### config.mk
export PLATFORM = sky130hd
export DESIGN_NAME = alu_exec_stage_flat
export DESIGN_NICKNAME = d
export VERILOG_FILES = /design/src/rtl/alu_exec_stage_if.sv /design/src/rtl/alu_exec_stage.sv /design/src/flat_wrapper.sv
export SDC_FILE = /design/constraint.sdc
export NUM_CORES = 1
export LEC_CHECK = 0
export ABC_AREA = 0
export BUFFER_PORTS_ARGS = -buffer_cell sky130_fd_sc_hd__buf_2
export CORE_MARGIN = 5
export CORE_UTILIZATION = 25
export CTS_CLUSTER_SIZE = 8
export DETAILED_ROUTE_END_ITERATION = 6
export GPL_ROUTABILITY_DRIVEN = 1
export PLACE_DENSITY = 0.43
export RECOVER_POWER = 100
export REMOVE_ABC_BUFFERS = 1
export SLEW_MARGIN = 5
export SYNTH_ARGS = -nofsm -noshare
export SYNTH_HDL_FRONTEND = slang
export SYNTH_SLANG_ARGS = --single-unit
### constraint.sdc
create_clock -name clk -period 1.7 [get_ports clk]
set_input_delay 0 -clock clk [delete_from_list [all_inputs] [get_ports clk]]
set_output_delay 0 -clock clk [all_outputs]
set_load 0.05 [all_outputs]
### src/rtl/alu_exec_stage_if.sv
// Handshake bundle between the shifter-side producer and the ALU execute stage.
// master drives operations and out_ready; slave is the stage itself.
interface alu_exec_stage_if #(
  parameter int WIDTH = 16,
  parameter int CNT_W = 8
);
  logic             in_valid;
  logic             in_ready;
  logic [WIDTH-1:0] ain;
  logic [WIDTH-1:0] bin;
  logic [1:0]       aluop;
  logic             loads;
  logic             out_valid;
  logic             out_ready;
  logic [WIDTH-1:0] c_out;
  logic [2:0]       status;
  logic [CNT_W-1:0] ops_done;

  modport master (
    output in_valid, ain, bin, aluop, loads, out_ready,
    input  in_ready, out_valid, c_out, status, ops_done
  );

  modport slave (
    input  in_valid, ain, bin, aluop, loads, out_ready,
    output in_ready, out_valid, c_out, status, ops_done
  );
endinterface

### src/rtl/alu_exec_stage.sv
// ALU execute stage (ADD/SUB/AND/NOT) into a 2-entry skid buffer; 1-cycle latency, in_ready from state only.
// Backpressure: holds up to two results while out_ready is low. ALU_SAT_EN enables ADD/SUB saturation.
module alu_exec_stage #(
  parameter int WIDTH = 16,
  parameter int CNT_W = 8
) (
  input logic            clk,
  input logic            rst_n,
  alu_exec_stage_if.slave bus
);
  localparam int MSB = WIDTH - 1;

  typedef enum logic [1:0] {EMPTY, ONE, FULL} state_t;

  typedef struct packed {
    logic v;
    logic n;
    logic z;
  } flags_t;

  state_t           state;
  logic [WIDTH-1:0] m_q;
  logic [WIDTH-1:0] s_q;
  logic             vld_q;
  logic             rdy_q;
  flags_t           status_q;
  logic [CNT_W-1:0] cnt_q;

  logic [WIDTH-1:0] raw;
  logic [WIDTH-1:0] r;
  logic             ovf;
  flags_t           flags;
  logic             accept;
  logic             pop;

  assign accept = bus.in_valid & rdy_q;
  assign pop    = vld_q & bus.out_ready;

  always_comb begin
    raw = '0;
    ovf = 1'b0;
    unique case (bus.aluop)
      2'b00: begin
        raw = bus.ain + bus.bin;
        ovf = (bus.ain[MSB] == bus.bin[MSB]) & (raw[MSB] != bus.ain[MSB]);
      end
      2'b01: begin
        raw = bus.ain - bus.bin;
        ovf = (bus.ain[MSB] != bus.bin[MSB]) & (raw[MSB] != bus.ain[MSB]);
      end
      2'b10:   raw = bus.ain & bus.bin;
      default: raw = ~bus.bin;
    endcase
    r = raw;
`ifdef ALU_SAT_EN
    // Overflow direction follows the sign of ain for both ADD and SUB.
    if (ovf) r = bus.ain[MSB] ? {1'b1, {(WIDTH-1){1'b0}}} : {1'b0, {(WIDTH-1){1'b1}}};
`endif
    flags.v = ovf;
    flags.n = r[MSB];
    flags.z = (r == '0);
  end

  always_ff @(posedge clk or negedge rst_n) begin
    if (!rst_n) begin
      state    <= EMPTY;
      m_q      <= '0;
      s_q      <= '0;
      vld_q    <= 1'b0;
      rdy_q    <= 1'b1;
      status_q <= '0;
      cnt_q    <= '0;
    end else begin
      if (accept && bus.loads) status_q <= flags;
      if (pop) cnt_q <= cnt_q + CNT_W'(1);
      unique case (state)
        EMPTY: begin
          if (accept) begin
            m_q   <= r;
            state <= ONE;
            vld_q <= 1'b1;
          end
        end
        ONE: begin
          unique case ({accept, pop})
            2'b11: m_q <= r;
            2'b10: begin
              s_q   <= r;
              state <= FULL;
              rdy_q <= 1'b0;
            end
            2'b01: begin
              state <= EMPTY;
              vld_q <= 1'b0;
            end
            default: ;
          endcase
        end
        FULL: begin
          if (pop) begin
            m_q   <= s_q;
            state <= ONE;
            rdy_q <= 1'b1;
          end
        end
        default: begin
          state <= EMPTY;
          vld_q <= 1'b0;
          rdy_q <= 1'b1;
        end
      endcase
    end
  end

  assign bus.in_ready  = rdy_q;
  assign bus.out_valid = vld_q;
  assign bus.c_out     = m_q;
  assign bus.status    = status_q;
  assign bus.ops_done  = cnt_q;
endmodule
### src/flat_wrapper.sv
// flat-port wrapper written by rule: the top's interface ports become plain ports
module alu_exec_stage_flat 
#(
  parameter int WIDTH = 16,
  parameter int CNT_W = 8
)
  (clk, rst_n, bus_in_valid, bus_ain, bus_bin, bus_aluop, bus_loads, bus_out_ready, bus_in_ready, bus_out_valid, bus_c_out, bus_status, bus_ops_done);
  alu_exec_stage_if #(.WIDTH(WIDTH), .CNT_W(CNT_W)) bus_i ();
  input logic clk;
  input logic rst_n;
  input wire logic [$bits(bus_i.in_valid)-1:0] bus_in_valid;
  input wire logic [$bits(bus_i.ain)-1:0] bus_ain;
  input wire logic [$bits(bus_i.bin)-1:0] bus_bin;
  input wire logic [$bits(bus_i.aluop)-1:0] bus_aluop;
  input wire logic [$bits(bus_i.loads)-1:0] bus_loads;
  input wire logic [$bits(bus_i.out_ready)-1:0] bus_out_ready;
  output wire logic [$bits(bus_i.in_ready)-1:0] bus_in_ready;
  output wire logic [$bits(bus_i.out_valid)-1:0] bus_out_valid;
  output wire logic [$bits(bus_i.c_out)-1:0] bus_c_out;
  output wire logic [$bits(bus_i.status)-1:0] bus_status;
  output wire logic [$bits(bus_i.ops_done)-1:0] bus_ops_done;
  assign bus_i.in_valid = bus_in_valid;
  assign bus_i.ain = bus_ain;
  assign bus_i.bin = bus_bin;
  assign bus_i.aluop = bus_aluop;
  assign bus_i.loads = bus_loads;
  assign bus_i.out_ready = bus_out_ready;
  assign bus_in_ready = bus_i.in_ready;
  assign bus_out_valid = bus_i.out_valid;
  assign bus_c_out = bus_i.c_out;
  assign bus_status = bus_i.status;
  assign bus_ops_done = bus_i.ops_done;
  alu_exec_stage #(.WIDTH(WIDTH), .CNT_W(CNT_W)) u_core (.clk(clk), .rst_n(rst_n), .bus(bus_i));
endmodule
Word-level counts from Yosys, hierarchy flattened
Index checks and enable logic that the tools add are counted.

cells by class
  add/subtract/negate cells = 3
  eq/ne operators = 17
  mux-type cells = 16
  bitwise gates (word level) = 8
  reduce and logical (&&, ||, !) cells = 10

operator list
  kind                                                                      count
  16-bit case mux with 3 select lines                                       2
  16-bit 2-to-1 mux                                                         3
  16-bit adder                                                              1
  16-bit AND                                                                1
  16-bit logical NOT                                                        1
  16-bit NOT                                                                1
  16-bit subtractor                                                         1
  3-bit AND reduction                                                       3
  8-bit by 1-bit adder with 8-bit output (second input constant)            1
  2-bit equality test (second input constant)                               4
  2-bit by 1-bit equality test with 1-bit output (second input constant)    3
  2-bit by 1-bit inequality test with 1-bit output (second input constant)  3
  1-bit case mux with 3 select lines                                        2
  2-bit case mux with 3 select lines                                        1
  1-bit AND                                                                 4
  2-bit logical NOT                                                         2
  1-bit 2-to-1 mux                                                          4
  2-bit 2-to-1 mux                                                          2
  2-bit inequality test (second input constant)                             2
  2-bit case mux with 2 select lines                                        1
  4-bit AND reduction                                                       1
  1-bit inequality test                                                     3
  3-bit by 2-bit inequality test with 1-bit output (second input constant)  1
  3-bit nonzero test                                                        1
  other kinds (5)                                                           6

word-level totals
  flip-flop bits (word level) = 47
  bits of input ports = 39
  output and inout port bits = 29

Logic depth before layout (Yosys ltp)
  depth in word-level cells = 4
  depth in mapped cells = 13
  mapped depth without buffers = 13

Worst setup path after synthesis
Ideal clock, no wire load.

  kind = in2reg
  start point = input bus_bin[0]
  end point = register u_core.status_q, in the netlist u_core.bus.status[0]
  setup time = 67 ps
  arrival time = 2331 ps
  data required time = 1633 ps
  path slack = -698 ps
  stages on the path = 13
  cells stage by stage = ha_1 inv_1 fa_1 nor2_2 o311a_4 o41ai_4 a31oi_1 a21oi_1 a211oi_1 mux2i_1 nand2b_1 nor4_1 a22o_1

between the ends
  word-level cells in the longest chain between the ends = 3
  elaborated cells between the ends (all ways) = 6
  those cells by class = add/sub: 2; mux: 1; bitwise: 2; reduce/logical: 1

ends and longest elaborated chain
  item                                             RTL line              text
  start: declaration                               flat_wrapper.sv:13    input wire logic [$bits(bus_i.bin)-1:0] bus_bin;
  16-bit subtractor, or another cell as far along  alu_exec_stage.sv:48  raw = bus.ain - bus.bin;
  16-bit case mux with 3 select lines (*)          alu_exec_stage.sv:42  unique case (bus.aluop)
  16-bit logical NOT (*)                           alu_exec_stage.sv:61  flags.z = (r == '0);
  end signal: assignment                           alu_exec_stage.sv:74  if (accept && bus.loads) status_q <= flags;
  end: declaration                                 alu_exec_stage.sv:26  flags_t status_q;

Every way passes the cells marked *; elsewhere a longest branch is shown, timed or not.
A chain may end at the register's enable or synchronous reset.

Worst setup path in the final report
Same ends and word-level chain as after synthesis.

==> key figures <==
Route
  – Post-DR wirelength/cell: 14.0 µm
  – DR vias: 4138
  – Initial DRC count: 222
  – WL final: 12500 µm
  – Initial DRT Pass Iterations: 6
  – Final ANT Viol Nets: 0
  – Vias per cell: 4.63
  – DR DRC count: 0

Logic synthesis
  – Ys async rst share: 100%
  – Flops & latches, synth: 47
  – Yosys cell types: 71
  – Synth Cell Area: 3980 µm²
  – Avg Synthesized Cell Area: 8.15 µm²
  – Synthesis Warnings: 0
  – Post-synth EDFFs: 0
  – Seq/Total Area, Yosys: 29.6%
  – Top cells by area, synth: dfrtp_1 (29%), ha_1 (10%), a21oi_1 (5.4%)
  – Synth top area share: 28.9%
  – Top cell type by total area after synthesis: dfrtp_1
  – Gate Count Post-Synth: 489
  – Post-synth top flop: dfrtp_1

Cells and area
  – Area grow syn2layout: 59.4%
  – Ant diodes: 0
  – Layout cells sized above 1: 42.5%
  – NumNets Final: 750
  – Fin cells: 893

Critical path
  – CP max stage delay: 0.32 ns
  – Reg2reg end: u_core.bus.status[0]
  – CP Data Required Time: 1.93 ns
  – R2R cell count: 6
  – Critical Path End Type: flip-flop
  – Slowest cell on crit path: o311a_4
  – CP Buf/Inv Count: 3
  – R2r startpoint: u_core.bus.in_ready
  – R2R setup slack: -0.11 ns
  – Critical path class: input port to flip-flop
  – CP Data Arrival Time: 2.41 ns
  – Critical path cell sequence: buf_8, ha_4, inv_2, fa_2, nor2_4, o311a_4, o41ai_4, a31oi_1, buf_4, a21boi_2, mux2i_1, a211oi_2, nand2b_1, nor4_2, a22o_1
  – Top delay family on crit path: compound AO/OA/AOI/OAI gates
  – Crit Path Max Fanout: 3
  – CP startpoint kind: input port

Timing
  – Min Tclk post-route: 2.18 ns
  – Worst Tran Pin Value: 1.02 ns
  – Rel. slew slack: 32.0%
  – Final worst slack: -0.478 ns
  – Skew final: 0.00679 ns
  – TNS Setup: -6.57 ns
  – Final max-slew violation count: 0
  – Timing-limited maximum frequency: 459 MHz
  – Endpoints failing hold: 0
  – Final worst-path cycle share: 128%
  – Setup-failing EPs final: 24
  – Unrepaired setup endpoints after global routing: true

Clock network
  – Num CTS Buffers: 5
  – Sink Count: 47
  – Clock latency on the worst-skew pair: 0.28 ns
  – Root buf cell: clkbuf_16
  – CTS clk-pin slew, worst paths: 0.06 ns
  – TritonCTS clock tree: built
  – Max clock buf depth: 2
  – Htree depth: 2

Worst hold path
  – Hold wc startpoint: bus_out_ready
  – HP Class: input port to flip-flop
  – WHS Endpoint: u_core.bus.out_valid
  – Worst Hold Depth: 4

Global routing
  – Vias in the first global route: 4235
  – Gr ovfl total: 0
  – Largest net degree at the start of global routing: 32
  – Total Routing Usage GR: 13.5%
  – First-pass GRT wire length: 20800 µm
  – Antenna violations before repair: 0

Status
  – Status: finished with violations
  – Failing checks: setup timing

Floorplan
  – Die Ht: 136 µm
  – Die W: 136 µm
  – Num ports: 68
  – # rows: 46
  – Core Footprint: 15800 µm²
  – Die area: 18600 µm²
  – Initial Util: 25.3%

Power
  – Pwr/cell area: 577 nW/µm²
  – Max VDD drop: 427 µV
  – Leakage: 2.87 nW

Placement
  – Post-Place Cells: 868
  – Detailed placer's ending HPWL: 9660 µm
  – RePlAce Congestion: 0.862
  – Number of port buffers: 67

Run
  – Max Cap Violations: 0
-- Yosys cell counts, drive strengths merged, types with 2 or more instances --
cell,number
nand2b,8
buf,12
a31oi,11
nor4,3
o311a,2
a311oi,2
o31ai,5
clkbuf,13
a21boi,3
fa,2
a31o,3
xor2,5
o21ai,35
mux2i,12
or3,3
and2,2
a22o,3
mux2,11
nand2,57
o211ai,3
nand3,11
dfrtp,46
nor3,11
nor2,52
and3,4
nand4,2
o21a,2
a41oi,2
a2111oi,4
inv,34
o21bai,2
a21o,2
xnor2,10
o41ai,2
a211oi,6
ha,33
or4,2
a21oi,44
nor2b,7
-- kinds of logic (layout without fill, tap and decap cells) --
group / Yosys count / count (layout) / synth area share, %
buffers and inverters: 60 / 248 / 6.12
and+or+nand+nor: 167 / 167 / 19.3
muxes: 24 / 24 / 6.69
xor gates and xnor gates: 15 / 15 / 3.30
adders and majority gates: 35 / 35 / 11.4
AOI/OAI and AO/OA: 141 / 141 / 23.7
DFF: 47 / 47 / 29.6
-- worst max path at each step --
| stage | startpoint | endpoint | slack [ns] | depth (start not counted) |
|---|---|---|---|---|
| 2_1_floorplan | bus_bin[0] | u_core.bus.status[0] | -0.70 | 13 |
| 3_3_place_gp | bus_bin[3] | u_core.bus.status[0] | -1.12 | 14 |
| 3_5_place_dp | bus_bin[3] | u_core.bus.status[0] | -1.15 | 14 |
| 4_1_cts | bus_ain[8] | u_core.bus.c_out[15] | -0.51 | 11 |
| 5_1_grt | bus_bin[0] | u_core.bus.status[0] | -0.65 | 15 |
| 6_report | bus_bin[0] | u_core.bus.status[0] | -0.48 | 15 |
-- sequential cells by signal, summed over array words and instances (netlist names) --
register,cells
u_core.bus.c_out,16
u_core.s_q,16
u_core.bus.ops_done,8
u_core.bus.status,3
u_core.state,2
u_core.bus.in_ready,1
u_core.bus.out_valid,1
-- per-stage QoR --
stage | instance area (µm²) | worst slack [ns] | power (mW) | hold WS (ns) | util (%)
2_1_floorplan | 3870 | -0.698 | 1.67 | -0.296 | -
3_3_place_gp | 5460 | -1.12 | 2.26 | -0.0187 | 34.6
3_5_place_dp | 5460 | -1.15 | 2.26 | -0.0224 | 34.6
4_1_cts | 6200 | -0.512 | 3.59 | 0.0520 | 39.3
5_1_grt | 6350 | -0.652 | 3.87 | 0.0872 | 40.3
6_report | 6350 | -0.478 | 3.66 | 0.0569 | 40.3
-- final cells by class --
type,count,area (µm²)
clock buffer,7,133
timing repair buffer,205,1500
fill,1636,9420
inverter,35,139
clock inverter,1,30.0
multi-input combinational,382,3100
sequential,47,1180
tap,216,270
-- power by group --
| group | total (mW) | internal (mW) | switching (mW) |
|---|---|---|---|
| clock | 1.09 | 0.695 | 0.394 |
| sequential | 1.12 | 1.12 | 0 |
| combinational | 1.45 | 0.761 | 0.693 |
| total | 3.66 | 2.57 | 1.09 |
-- per-layer routing --
| metal | track usage (%) | up-vias | share of wire, % |
|---|---|---|---|
| met3 | 0.925 | 9 | 2.7 |
| met4 | 3.58 | 0 | 1.3 |
| met1 | 18.2 | 1937 | 47 |
| met2 | 23.4 | 79 | 49 |
| met5 | 0 | - | 0 |
| li1 | - | 2113 | - |
-- worst reg2reg max path: cells and delay by family (launching register included) --
kind / cells / cell delay (ns)
AND/OR/NAND/NOR: 5 / 1.09
flip-flops: 1 / 0.53
AO/OA/AOI/OAI: 1 / 0.15
-- what timing repair did --
| item | 4_1_cts | 5_1_grt |
|---|---|---|
| endpoints found under the hold margin | 18 | 0 |
| hold buffers | 1 | 0 |
| setup endpoints to repair | 27 | 29 |
| pin swaps | 51 | 27 |
| setup buffers | 17 | 6 |
| resized for setup | 115 | 40 |
-- cells in the final DEF, fill, tap and decap left out, types with 20 or more instances in the layout --
cell	n
inv_1	21
o21ai_0	21
buf_2	28
nand2_1	54
buf_4	118
a21oi_1	34
ha_1	20
nor2_1	50
clkbuf_1	33
dfrtp_1	46
No activity file was read; power rests on OpenSTA's default activity.
